<file path="src/rtl/ascii_hex_accumulator.sv">
// ascii_hex_accumulator: accumulates a stream of ASCII hex digits MSB-first
// into a NUM_DIGITS-nibble working value. It supports backspace, commits on a
// terminator byte with a one-cycle valid pulse, and reports overflow and
// illegal characters.
module ascii_hex_accumulator #(
    parameter int         NUM_DIGITS   = 4,
    parameter bit         ACCEPT_LOWER = 1'b1,
    parameter logic [7:0] TERM_CHAR    = 8'h0D,
    parameter logic [7:0] BS_CHAR      = 8'h08,
    localparam int        CW           = $clog2(NUM_DIGITS + 1),
    localparam int        W            = 4 * NUM_DIGITS
) (
    input  logic          clk,
    input  logic          rst_n,
    input  logic [7:0]    char_in,
    input  logic          char_valid,
    output logic          char_ready,
    input  logic          clear,
    output logic [W-1:0]  work_value,
    output logic [CW-1:0] digit_count,
    output logic [W-1:0]  value_out,
    output logic          value_valid,
    output logic          overflow,
    output logic          err
);

    typedef enum logic {ACCUM = 1'b0, COMMIT = 1'b1} state_t;

    state_t     state, state_nxt;
    logic       started;      // low until the first edge after reset release
    logic       accept;
    logic       is_digit, is_bs, is_term;
    logic [3:0] nib;
    logic       has_digits, full, do_commit;

    assign accept     = char_valid & char_ready;
    assign has_digits = (digit_count != '0);
    assign full       = (digit_count == CW'(NUM_DIGITS));
    // A terminator only commits when there is something to commit and clear
    // is not discarding the character in the same cycle.
    assign do_commit  = accept & ~clear & is_term & has_digits;

    // Classify the incoming byte and decode its nibble value
    always_comb begin
        is_digit = 1'b0;
        nib      = 4'h0;
        is_term  = (char_in == TERM_CHAR);
        is_bs    = (char_in == BS_CHAR);
        if (char_in >= 8'h30 && char_in <= 8'h39) begin
            is_digit = 1'b1;
            nib      = char_in[3:0];
        end else if (char_in >= 8'h41 && char_in <= 8'h46) begin
            is_digit = 1'b1;
            nib      = char_in[3:0] + 4'd9;
        end else if (ACCEPT_LOWER && char_in >= 8'h61 && char_in <= 8'h66) begin
            is_digit = 1'b1;
            nib      = char_in[3:0] + 4'd9;
        end
    end

    // State register; char_ready is held off until the first edge after reset
    always_ff @(posedge clk or negedge rst_n) begin
        if (!rst_n) begin
            state   <= ACCUM;
            started <= 1'b0;
        end else begin
            state   <= state_nxt;
            started <= 1'b1;
        end
    end

    // Next-state: COMMIT lasts exactly one cycle
    always_comb begin
        state_nxt = state;
        case (state)
            ACCUM:   if (do_commit) state_nxt = COMMIT;
            COMMIT:  state_nxt = ACCUM;
            default: state_nxt = ACCUM;
        endcase
    end

    // FSM outputs
    always_comb begin
        char_ready  = started & (state == ACCUM);
        value_valid = (state == COMMIT);
    end

    // Working value, digit count, overflow, committed value and err pulse
    always_ff @(posedge clk or negedge rst_n) begin
        if (!rst_n) begin
            work_value  <= '0;
            digit_count <= '0;
            value_out   <= '0;
            overflow    <= 1'b0;
            err         <= 1'b0;
        end else begin
            err <= 1'b0;
            if (clear) begin
                // Any character accepted this cycle is consumed and dropped
                work_value  <= '0;
                digit_count <= '0;
                overflow    <= 1'b0;
            end else if (accept) begin
                if (is_term) begin
                    if (has_digits) begin
                        value_out   <= work_value;
                        work_value  <= '0;
                        digit_count <= '0;
                        overflow    <= 1'b0;
                    end else begin
                        err <= 1'b1;
                    end
                end else if (is_bs) begin
                    if (has_digits) begin
                        work_value  <= work_value >> 4;
                        digit_count <= digit_count - CW'(1);
                    end
                end else if (is_digit) begin
                    // When full, the shift drops the top nibble
                    work_value <= (work_value << 4) | W'(nib);
                    if (full) overflow    <= 1'b1;
                    else      digit_count <= digit_count + CW'(1);
                end else begin
                    err <= 1'b1;
                end
            end
        end
    end

endmodule

</file>
<file path="config.mk">
export PLATFORM = sky130hd
export DESIGN_NAME = ascii_hex_accumulator
export DESIGN_NICKNAME = d
export VERILOG_FILES = /design/src/rtl/ascii_hex_accumulator.sv
export SDC_FILE = /design/constraint.sdc
export NUM_CORES = 1
export LEC_CHECK = 0
export BUFFER_PORTS_ARGS = -buffer_cell sky130_fd_sc_hd__buf_2
export CAP_MARGIN = 20
export CORE_AREA = 2 2 87 89
export CTS_CLUSTER_SIZE = 12
export DETAILED_ROUTE_END_ITERATION = 10
export DIE_AREA = 0 0 89 91
export HOLD_SLACK_MARGIN = 0.08
export PLACE_DENSITY = 0.5
export SETUP_SLACK_MARGIN = 0.15
export SLEW_MARGIN = 30
export SYNTH_ARGS = -nofsm -noshare
export SYNTH_HDL_FRONTEND = slang
export SYNTH_SLANG_ARGS = --single-unit
</file>
<file path="constraint.sdc">
create_clock -name clk -period 2.7 [get_ports clk]
set_input_delay 0 -clock clk [delete_from_list [all_inputs] [get_ports clk]]
set_output_delay 0 -clock clk [all_outputs]
set_load 0.005 [all_outputs]
</file>
==> results of run 1 <==
## cell usage after synthesis, types with 2 or more instances
| library cell | count | area share |
|---|---|---|
| nor4b_1 | 3 | 0.013 |
| mux2_4 | 10 | 0.072 |
| mux2_2 | 17 | 0.092 |
| nor2b_1 | 2 | 0.0060 |
| buf_2 | 2 | 0.0048 |
| mux2i_1 | 15 | 0.072 |
| o2bb2ai_1 | 3 | 0.013 |
| nor3_1 | 3 | 0.0072 |
| o21bai_1 | 2 | 0.0072 |
| inv_1 | 9 | 0.016 |
| buf_6 | 2 | 0.011 |
| a21oi_1 | 5 | 0.012 |
| nand2_1 | 7 | 0.013 |
| o21ai_0 | 2 | 0.0048 |
| ha_1 | 4 | 0.024 |
| nor2_1 | 11 | 0.020 |
| dfrtp_1 | 39 | 0.47 |
| nand3_1 | 2 | 0.0048 |
| a22oi_1 | 2 | 0.0072 |
## power groups by stage
stage	registers, mW	clock network, mW	logic, mW
after global placement	0.640	0	0.161
after floorplan	0.635	0	0.0981
after global routing	0.633	0.485	0.180
final	0.628	0.434	0.162
after CTS	0.628	0.453	0.165
after detailed placement	0.640	0	0.162
## stage by stage
stage / hold WS [ns] / setup slack (ns) / power (mW) / cells
floorplan: -0.296 / 0.684 / 0.733 / 167
global placement: 0.190 / 0.611 / 0.802 / 317
detailed placement: 0.186 / 0.551 / 0.802 / 317
CTS: 0.0991 / 0.595 / 1.25 / 328
global route: 0.117 / 0.488 / 1.30 / 328
finish: 0.102 / 0.632 / 1.22 / 328
## kinds of logic (layout without fill, tap and decap cells)
family                     count (synthesis)  count (layout)
buffers and inverters                     16              78
adders and majority gates                  5               5
other                                      1               1
xor gates and xnor gates                   1               1
DFF                                       39              39
muxes                                     42              42
AOI/OAI and AO/OA                         26              26
and+or+nand+nor                           37              37
## layout make-up
type | instances | area (um2)
Fill cell | 755 | 4540
Multi-Input combinational cell | 112 | 1020
Sequential cell | 39 | 976
Timing Repair Buffer | 61 | 343
Tap cell | 99 | 124
Clock buffer | 8 | 100
Inverter | 9 | 33.8
## flip-flops by register name (all words and copies together) (netlist names)
signal	cells
value_out	16
work_value	16
digit_count	3
err	1
overflow	1
started	1
value_valid	1
## worst reg2reg max path: stages (launching register included)
cell           delay, ns
dfrtp_1             0.46
nor4b_1             0.67
nand4_1             0.16
a21oi_1             0.16
dlygate4sd3_1       0.56
## worst max-delay path by stage
stage                        start             end  slack [ns]  depth (start not counted)
floorplan               char_in[4]  digit_count[1]        0.68                          7
global placement        char_in[1]   work_value[5]        0.61                          8
detailed placement      char_in[4]   work_value[7]        0.55                          6
CTS                 digit_count[0]   work_value[7]        0.60                          4
global route        digit_count[0]        overflow        0.49                          4
finish              digit_count[0]        overflow        0.63                          4
## metal layers
| metal | up-vias | share of wire |
|---|---|---|
| li1 | 727 | - |
| met1 | 744 | 0.48 |
| met2 | 36 | 0.46 |
| met3 | 7 | 0.046 |
| met4 | 0 | 0.011 |
| met5 | - | 0 |
==> run_results.csv, run 1 <==
group,metric,value,unit
setup_path,crit_arrival,2.29,ns
routing,vias,1514,
placed_design,io_buffers,50,
clock_network,cts_setup_buffers,0,
yosys,netlist_instances,167,
routing,ant_nets,0,
timing,fin_crit_sh,0.766,
clock_network,clk_pin_slew_worst_paths,0.07,ns
final_layout,antenna_cells,0,
setup_path,r2r_end,"overflow",
grt,overflow,0,
floorplan,row_count,31,
yosys,synth_cell_types,46,
clock_network,cts_hold_buf,3,
final_layout,final_core_util,0.364,
yosys,synth_edf_count,0,
grt,grt_max_degree,40,
clock_network,numCtsBuffers,5,
final_layout,final_cell_mix,"buf_2 (49), dfrtp_1 (39), mux2_2 (17)",
worst_hold_path,hold_end,"work_value[0]",
timing,drv_slew,0,
setup_path,endpoint_kind,"flop",
power,pwr_density_cell,471,mW/mm2
yosys,postSynthAreaPerCell,12.5,um2
grt,met3_usage,0.0309,
grt,grtUsageTotal,0.125,
setup_path,cp.required,2.92,ns
flow_run,max-cap-violations,0,
power,sequentialPowerShare,0.513,
setup_path,cp_top_family,"simple AND/OR/NAND/NOR gates",
timing,clock.fmax,484,MHz
placed_design,place_area,0.00247,mm2
yosys,syn_nets,184,
floorplan,die_area,0.00810,mm2
run_status,status,"finished clean",
setup_path,worst_setup_path_start_kind,"flop",
floorplan,initial_core_util,0.292,
setup_path,max_stage_delay,0.67,ns
power,pwr-share-comb,0.132,
setup_path,timing.rr.start,"digit_count[0]",
setup_path,slowest_stage,"nor4b_1",
clock_network,root_buffer,"clkbuf_8",
grt,antenna_found_initial,0,
clock_network,cts-resized-gates,0,
final_layout,final_area,0.00260,mm2
timing,max_slew_margin,0.535,
final_layout,syn_to_final_growth,24.5,%
clock_network,clock_latency,0.29,ns
yosys,synth_top_family_by_area,"multiplexers",
grt,grt_busiest_layer,"met2",
yosys,synthAdderAreaFrac,0.0336,
power,peakVddDrop,0.000186,V
clock_network,cts_sinks,39,
routing,routed_wl,4780,um
setup_path,reg2reg_slack,0.63,ns
timing,fin_setup_tns,0,ns
timing,tightest_slew,0.688,ns
setup_path,r2r_cells,4,
timing,skew,0.00707,ns
grt,grt_use_met2,0.191,
final_layout,drive_above_1_share,0.445,
timing,setup_viol,0,
grt,grt_pass1_wl,7730,um
power,p_leak,1.31,nW
floorplan,io_pins,51,
yosys,synth_area,0.00209,mm2
worst_hold_path,hold_depth,3,
worst_hold_path,worstHoldStart,"char_in[0]",
routing,via_per_inst,4.62,
routing,drc_errors,0,
power,power_frac_clock,0.355,
yosys,synth-xor-area-share,0.00420,
yosys,ys_ff_latch,39,
clock_network,cts.htree.levels,2,
power,power.switching,0.314,mW
final_layout,nNetsFinal,245,
worst_hold_path,hold_class,"input pin to flop",
routing,drt_iter0_markers,61,
setup_path,critPathMaxFanout,7,
grt,grt_pass1_vias,1445,
floorplan,die_h,91,um
yosys,yosys_most_used_dff,"dfrtp_1",
placed_design,place.gp.congestion,0.761,
yosys,synthSimpleGateAreaFrac,0.110,
final_layout,layout_commonest_cell,"buf_2",
setup_path,critical_path_buf_inv_count,1,
yosys,synth-compound-area-share,0.101,
routing,dr.pass1.iters,4,
placed_design,place_hpwl,3410,um
timing,finalCriticalPeriod,2.07,ns
yosys,async_flop_share,1.00,
power,p_int,0.910,mW
floorplan,die_w,89,um
power,p_sw_frac,0.257,
yosys,synth.area.mux_share,0.236,
clock_network,cts_tree,"yes",
timing,rsz0062_at_grt,"no",
yosys,synth-warning-count,0,
grt,met1_usage,0.176,
clock_network,cts_buffer_depth,2,
yosys,synth_seq_area_share,0.468,
setup_path,crit_chain,"nor4b_1, nand4_1, a21oi_1, dlygate4sd3_1",
floorplan,core,0.00714,mm2
timing,hold_viol_final,0,
routing,wl_per_cell,14.6,um
setup_path,path_class,"flop to flop",
No activity file was read; power rests on OpenSTA's default activity.
==> run 2, diff against run 1 <==
==> constraint.sdc (replaced) <==
create_clock -name clk -period 2.04 [get_ports clk]
set_input_delay 0 -clock clk [delete_from_list [all_inputs] [get_ports clk]]
set_output_delay 0 -clock clk [all_outputs]
set_load 0.005 [all_outputs]
==> run_results.csv, run 2 (synthesized netlist as in run 1, its figures left out) <==
group,metric,value,unit
power,pwr-share-comb,0.176,
run_status,status,"finished clean",
clock_network,cts_buffer_depth,2,
timing,fin_crit_sh,0.855,
clock_network,numCtsBuffers,5,
setup_path,critPathMaxFanout,16,
setup_path,r2r_cells,5,
clock_network,clock_latency,0.29,ns
routing,drc_errors,0,
power,pwr_density_cell,611,mW/mm2
clock_network,clk_pin_slew_worst_paths,0.08,ns
routing,dr.pass1.iters,4,
setup_path,endpoint_kind,"flop",
clock_network,root_buffer,"clkbuf_8",
power,p_sw_frac,0.276,
timing,clock.fmax,573,MHz
grt,grtUsageTotal,0.124,
floorplan,io_pins,51,
routing,drt_iter0_markers,99,
grt,antenna_found_initial,0,
power,p_int,1.16,mW
final_layout,final_cell_mix,"buf_2 (49), dfrtp_1 (39), mux2_2 (17)",
timing,skew,0.00489,ns
power,power_frac_clock,0.320,
setup_path,reg2reg_slack,0.35,ns
final_layout,nNetsFinal,249,
setup_path,cp.required,2.28,ns
placed_design,place.gp.congestion,0.736,
final_layout,syn_to_final_growth,26.0,%
final_layout,final_area,0.00263,mm2
setup_path,worst_setup_path_start_kind,"input pin",
timing,rsz0062_at_grt,"no",
flow_run,max-cap-violations,0,
timing,drv_slew,0,
placed_design,io_buffers,50,
setup_path,path_class,"input pin to flop",
timing,max_slew_margin,0.652,
power,sequentialPowerShare,0.504,
power,p_leak,1.33,nW
clock_network,cts.htree.levels,2,
worst_hold_path,hold_depth,3,
final_layout,largest_registers,"value_out (16), work_value (16), digit_count (3)",
timing,setup_viol,0,
power,peakVddDrop,0.000248,V
grt,overflow,0,
floorplan,initial_core_util,0.292,
floorplan,core,0.00714,mm2
floorplan,row_count,31,
routing,ant_nets,0,
final_layout,drive_above_1_share,0.464,
timing,fin_setup_tns,0,ns
setup_path,crit_arrival,1.98,ns
floorplan,die_area,0.00810,mm2
timing,tightest_slew,0.521,ns
final_layout,antenna_cells,0,
clock_network,cts_sinks,39,
floorplan,die_h,91,um
timing,setup_slack,0.295,ns
routing,vias,1519,
setup_path,timing.rr.start,"value_valid",
worst_hold_path,worstHoldStart,"char_in[0]",
power,power.total,1.61,mW
clock_network,cts_setup_buffers,0,
clock_network,cts_tree,"yes",
placed_design,pre_cts_slack,0.0229,ns
worst_hold_path,hold_end,"work_value[0]",
timing,finalCriticalPeriod,1.75,ns
setup_path,r2r_end,"digit_count[0]",
power,power.switching,0.444,mW
worst_hold_path,hold_class,"input pin to flop",
placed_design,place_area,0.00251,mm2
routing,via_per_inst,4.58,
grt,grt_max_degree,40,
grt,grt_pass1_wl,7790,um
routing,routed_wl,4910,um
routing,wl_per_cell,14.8,um
timing,hold_viol_final,0,
floorplan,die_w,89,um
final_layout,final_core_util,0.369,
grt,grt_pass1_vias,1502,
placed_design,place_hpwl,3480,um
final_layout,layout_commonest_cell,"buf_2",
==> run 2: changes by cell type in the layout (fill, tap and decap cells not counted), sizes merged <==
cell / previous run / this run
clkbuf: 8 / 5
buf: 58 / 62
clkinv: 0 / 3
==> run 2: final cells by class <==
class,count,area (um2)
flip-flops and latches,39,976
multi-input cells,112,1030
inverters,9,33.8
clock buffers,5,68.8
well taps,99,124
clock inverters,3,15.0
fillers,743,4510
repair buffers,65,385
==> run 2: through the flow <==
| stage | std cells | hold WS, ns |
|---|---|---|
| 2_1_floorplan | 167 | -0.296 |
| 3_3_place_gp | 321 | 0.183 |
| 3_5_place_dp | 321 | 0.185 |
| 4_1_cts | 332 | 0.0811 |
| 5_1_grt | 332 | 0.128 |
| 6_report | 332 | 0.0887 |
==> run 2: worst max-delay path by stage <==
stage          cells past startpoint           start  slack, ns        endpoint
2_1_floorplan                      7      char_in[4]       0.02  digit_count[1]
3_3_place_gp                       8      char_in[4]       0.04  digit_count[1]
3_5_place_dp                       8      char_in[4]       0.02  digit_count[1]
4_1_cts                            5  digit_count[0]       0.25  digit_count[0]
5_1_grt                            5  digit_count[0]       0.21  digit_count[1]
6_report                           8      char_in[4]       0.29  digit_count[1]
==> run 2: critical path: stages <==
cell,delay (ns)
buf_2,0.11
or4_4,0.60
nor4_4,0.22
buf_4,0.33
nor4b_1,0.12
buf_4,0.15
nor3b_1,0.25
mux2_4,0.19
==> run 2: layer usage <==
| layer | wire (um) | global-route usage | up-vias |
|---|---|---|---|
| met5 | 0 | 0 | - |
| met3 | 216 | 0.0291 | 8 |
| met4 | 65 | 0.0373 | 0 |
| met2 | 2300 | 0.192 | 41 |
| met1 | 2330 | 0.172 | 737 |
| li1 | - | - | 733 |
==> run 2: power by group through the flow <==
stage          Sequential (mW)  Combinational (mW)  Clock, mW
5_1_grt                  0.814               0.312      0.564
2_1_floorplan            0.841               0.130          0
3_5_place_dp             0.823               0.277          0
3_3_place_gp             0.823               0.275          0
6_report                 0.810               0.282      0.514
4_1_cts                  0.807               0.281      0.537
==> run 2: what timing repair did <==
action	4_1_cts	5_1_grt
hold buffers	3	0
endpoints found under the hold margin	40	0
endpoints found under the setup margin	0	9
gates resized for setup	0	1
==> run 3, diff against run 2 <==
==> constraint.sdc (replaced) <==
create_clock -name clk -period 2.1 [get_ports clk]
set_input_delay 0 -clock clk [delete_from_list [all_inputs] [get_ports clk]]
set_output_delay 0 -clock clk [all_outputs]
set_load 0.005 [all_outputs]
==> run_results.csv, run 3 (synthesized netlist as in run 1, its figures left out) <==
group,metric,value,unit
grt,grt_pass1_wl,7820,um
setup_path,cp.required,2.28,ns
grt,overflow,0,
final_layout,final_area,0.00264,mm2
timing,rsz0062_at_grt,"no",
grt,grt_use_met2,0.183,
clock_network,root_buffer,"clkbuf_8",
grt,grt_max_degree,40,
clock_network,cts_setup_buffers,0,
floorplan,die_h,91,um
worst_hold_path,hold_class,"input pin to flop",
final_layout,final_cell_mix,"buf_2 (49), dfrtp_1 (39), mux2_2 (17)",
setup_path,slowest_stage,"or4_4",
clock_network,cts_buffer_depth,2,
timing,skew,0.00499,ns
routing,dr.pass1.iters,4,
setup_path,path_class,"input pin to flop",
timing,setup_viol,0,
routing,ant_nets,0,
timing,fin_setup_tns,0,ns
setup_path,critPathMaxFanout,18,
flow_run,max-cap-violations,0,
placed_design,place.gp.congestion,0.768,
final_layout,fin_cells,329,
routing,wl_per_cell,14.5,um
floorplan,core,0.00714,mm2
floorplan,initial_core_util,0.292,
floorplan,die_w,89,um
power,pwr_density_cell,614,mW/mm2
clock_network,clk_pin_slew_worst_paths,0.08,ns
setup_path,endpoint_kind,"flop",
timing,drv_slew,0,
setup_path,max_stage_delay,0.60,ns
routing,vias,1501,
clock_network,clock_latency,0.30,ns
setup_path,worst_setup_path_start_kind,"input pin",
grt,antenna_found_initial,0,
grt,grt_pass1_vias,1485,
worst_hold_path,hold_depth,3,
timing,holdWs,0.0941,ns
placed_design,pre_cts_slack,0.142,ns
power,p_leak,1.32,nW
placed_design,place_area,0.00249,mm2
floorplan,die_area,0.00810,mm2
setup_path,cp_num_cells,8,
floorplan,row_count,31,
final_layout,layout_commonest_cell,"buf_2",
grt,grtUsageTotal,0.127,
grt,met1_usage,0.183,
timing,clock.fmax,547,MHz
timing,finalCriticalPeriod,1.83,ns
final_layout,nNetsFinal,246,
setup_path,r2r_cells,5,
grt,met3_usage,0.0318,
clock_network,cts_sinks,39,
placed_design,post-place-cells,318,
setup_path,crit_arrival,2.01,ns
timing,hold_viol_final,0,
placed_design,io_buffers,50,
final_layout,largest_registers,"value_out (16), work_value (16), digit_count (3)",
placed_design,place_hpwl,3440,um
clock_network,numCtsBuffers,5,
final_layout,antenna_cells,0,
run_status,status,"finished clean",
final_layout,drive_above_1_share,0.461,
routing,via_per_inst,4.56,
clock_network,cts_tree,"yes",
setup_path,crit_chain,"buf_2, or4_4, nor4_4, buf_6, nor4b_2, nand4_1, a21oi_1, dlygate4sd3_1",
timing,fin_crit_sh,0.870,
routing,drc_errors,0,
clock_network,cts.htree.levels,2,
setup_path,cp_top_family,"simple AND/OR/NAND/NOR gates",
timing,setup_slack,0.273,ns
final_layout,syn_to_final_growth,26.3,%
floorplan,io_pins,51,
power,peakVddDrop,0.000233,V
setup_path,critical_path_buf_inv_count,3,
grt,grt_busiest_layer,"met2",
routing,routed_wl,4760,um
routing,drt_iter0_markers,58,
[run 3: cell count changes in the layout (fill, tap and decap cells not counted), sizes merged]
cell and change:
buf -3, clkbuf +3, clkinv -3
[run 3: repair_timing]
item / CTS / global route
endpoints found under the setup margin: 0 / 1
resized for setup: 0 / 4
hold endpoints to repair: 40 / 0
hold buffers: 3 / 0
[run 3: final timing paths]
path,slack (ns),startpoint,endpoint
setup reg to reg,0.33,digit_count[0],overflow
hold / removal,0.09,char_in[0],work_value[0]
max in group asynchronous,1.55,rst_n,work_value[3]
min in group asynchronous,0.20,rst_n,started
setup / recovery,0.27,char_in[4],overflow
hold reg to reg,0.51,value_out[15],value_out[15]
[run 3: final cells by class]
| cell class | count | area [um2] |
|---|---|---|
| clock buffers | 8 | 100 |
| fillers | 750 | 4500 |
| inverters | 9 | 33.8 |
| multi-input cells | 112 | 1040 |
| flip-flops and latches | 39 | 976 |
| well taps | 99 | 124 |
| repair buffers | 62 | 367 |
[run 3: power breakdown]
part	internal [mW]	switching [mW]	leakage [nW]
clock	0.300	0.269	0.0515
combinational	0.121	0.128	0.729
sequential	0.772	0.0275	0.539
[run 3: through the flow]
stage / utilization / power [mW]
after CTS: 0.367 / 1.63
after floorplan: - / 0.943
after global placement: 0.348 / 1.05
after global routing: 0.369 / 1.70
after detailed placement: 0.348 / 1.06
final: 0.369 / 1.62
[run 3: worst register-to-register path, cell delays in order, from the launching register on]
cell	delay (ns)
dfrtp_1	0.39
buf_4	0.17
nor4b_2	0.33
nand4_1	0.13
a21oi_1	0.14
dlygate4sd3_1	0.56
[run 3: routing by layer]
layer | vias to the layer above | share of wire | routed length, um
li1 | 728 | - | -
met1 | 725 | 0.49 | 2310
met2 | 41 | 0.45 | 2130
met3 | 7 | 0.050 | 237
met4 | 0 | 0.017 | 79
met5 | - | 0 | 0
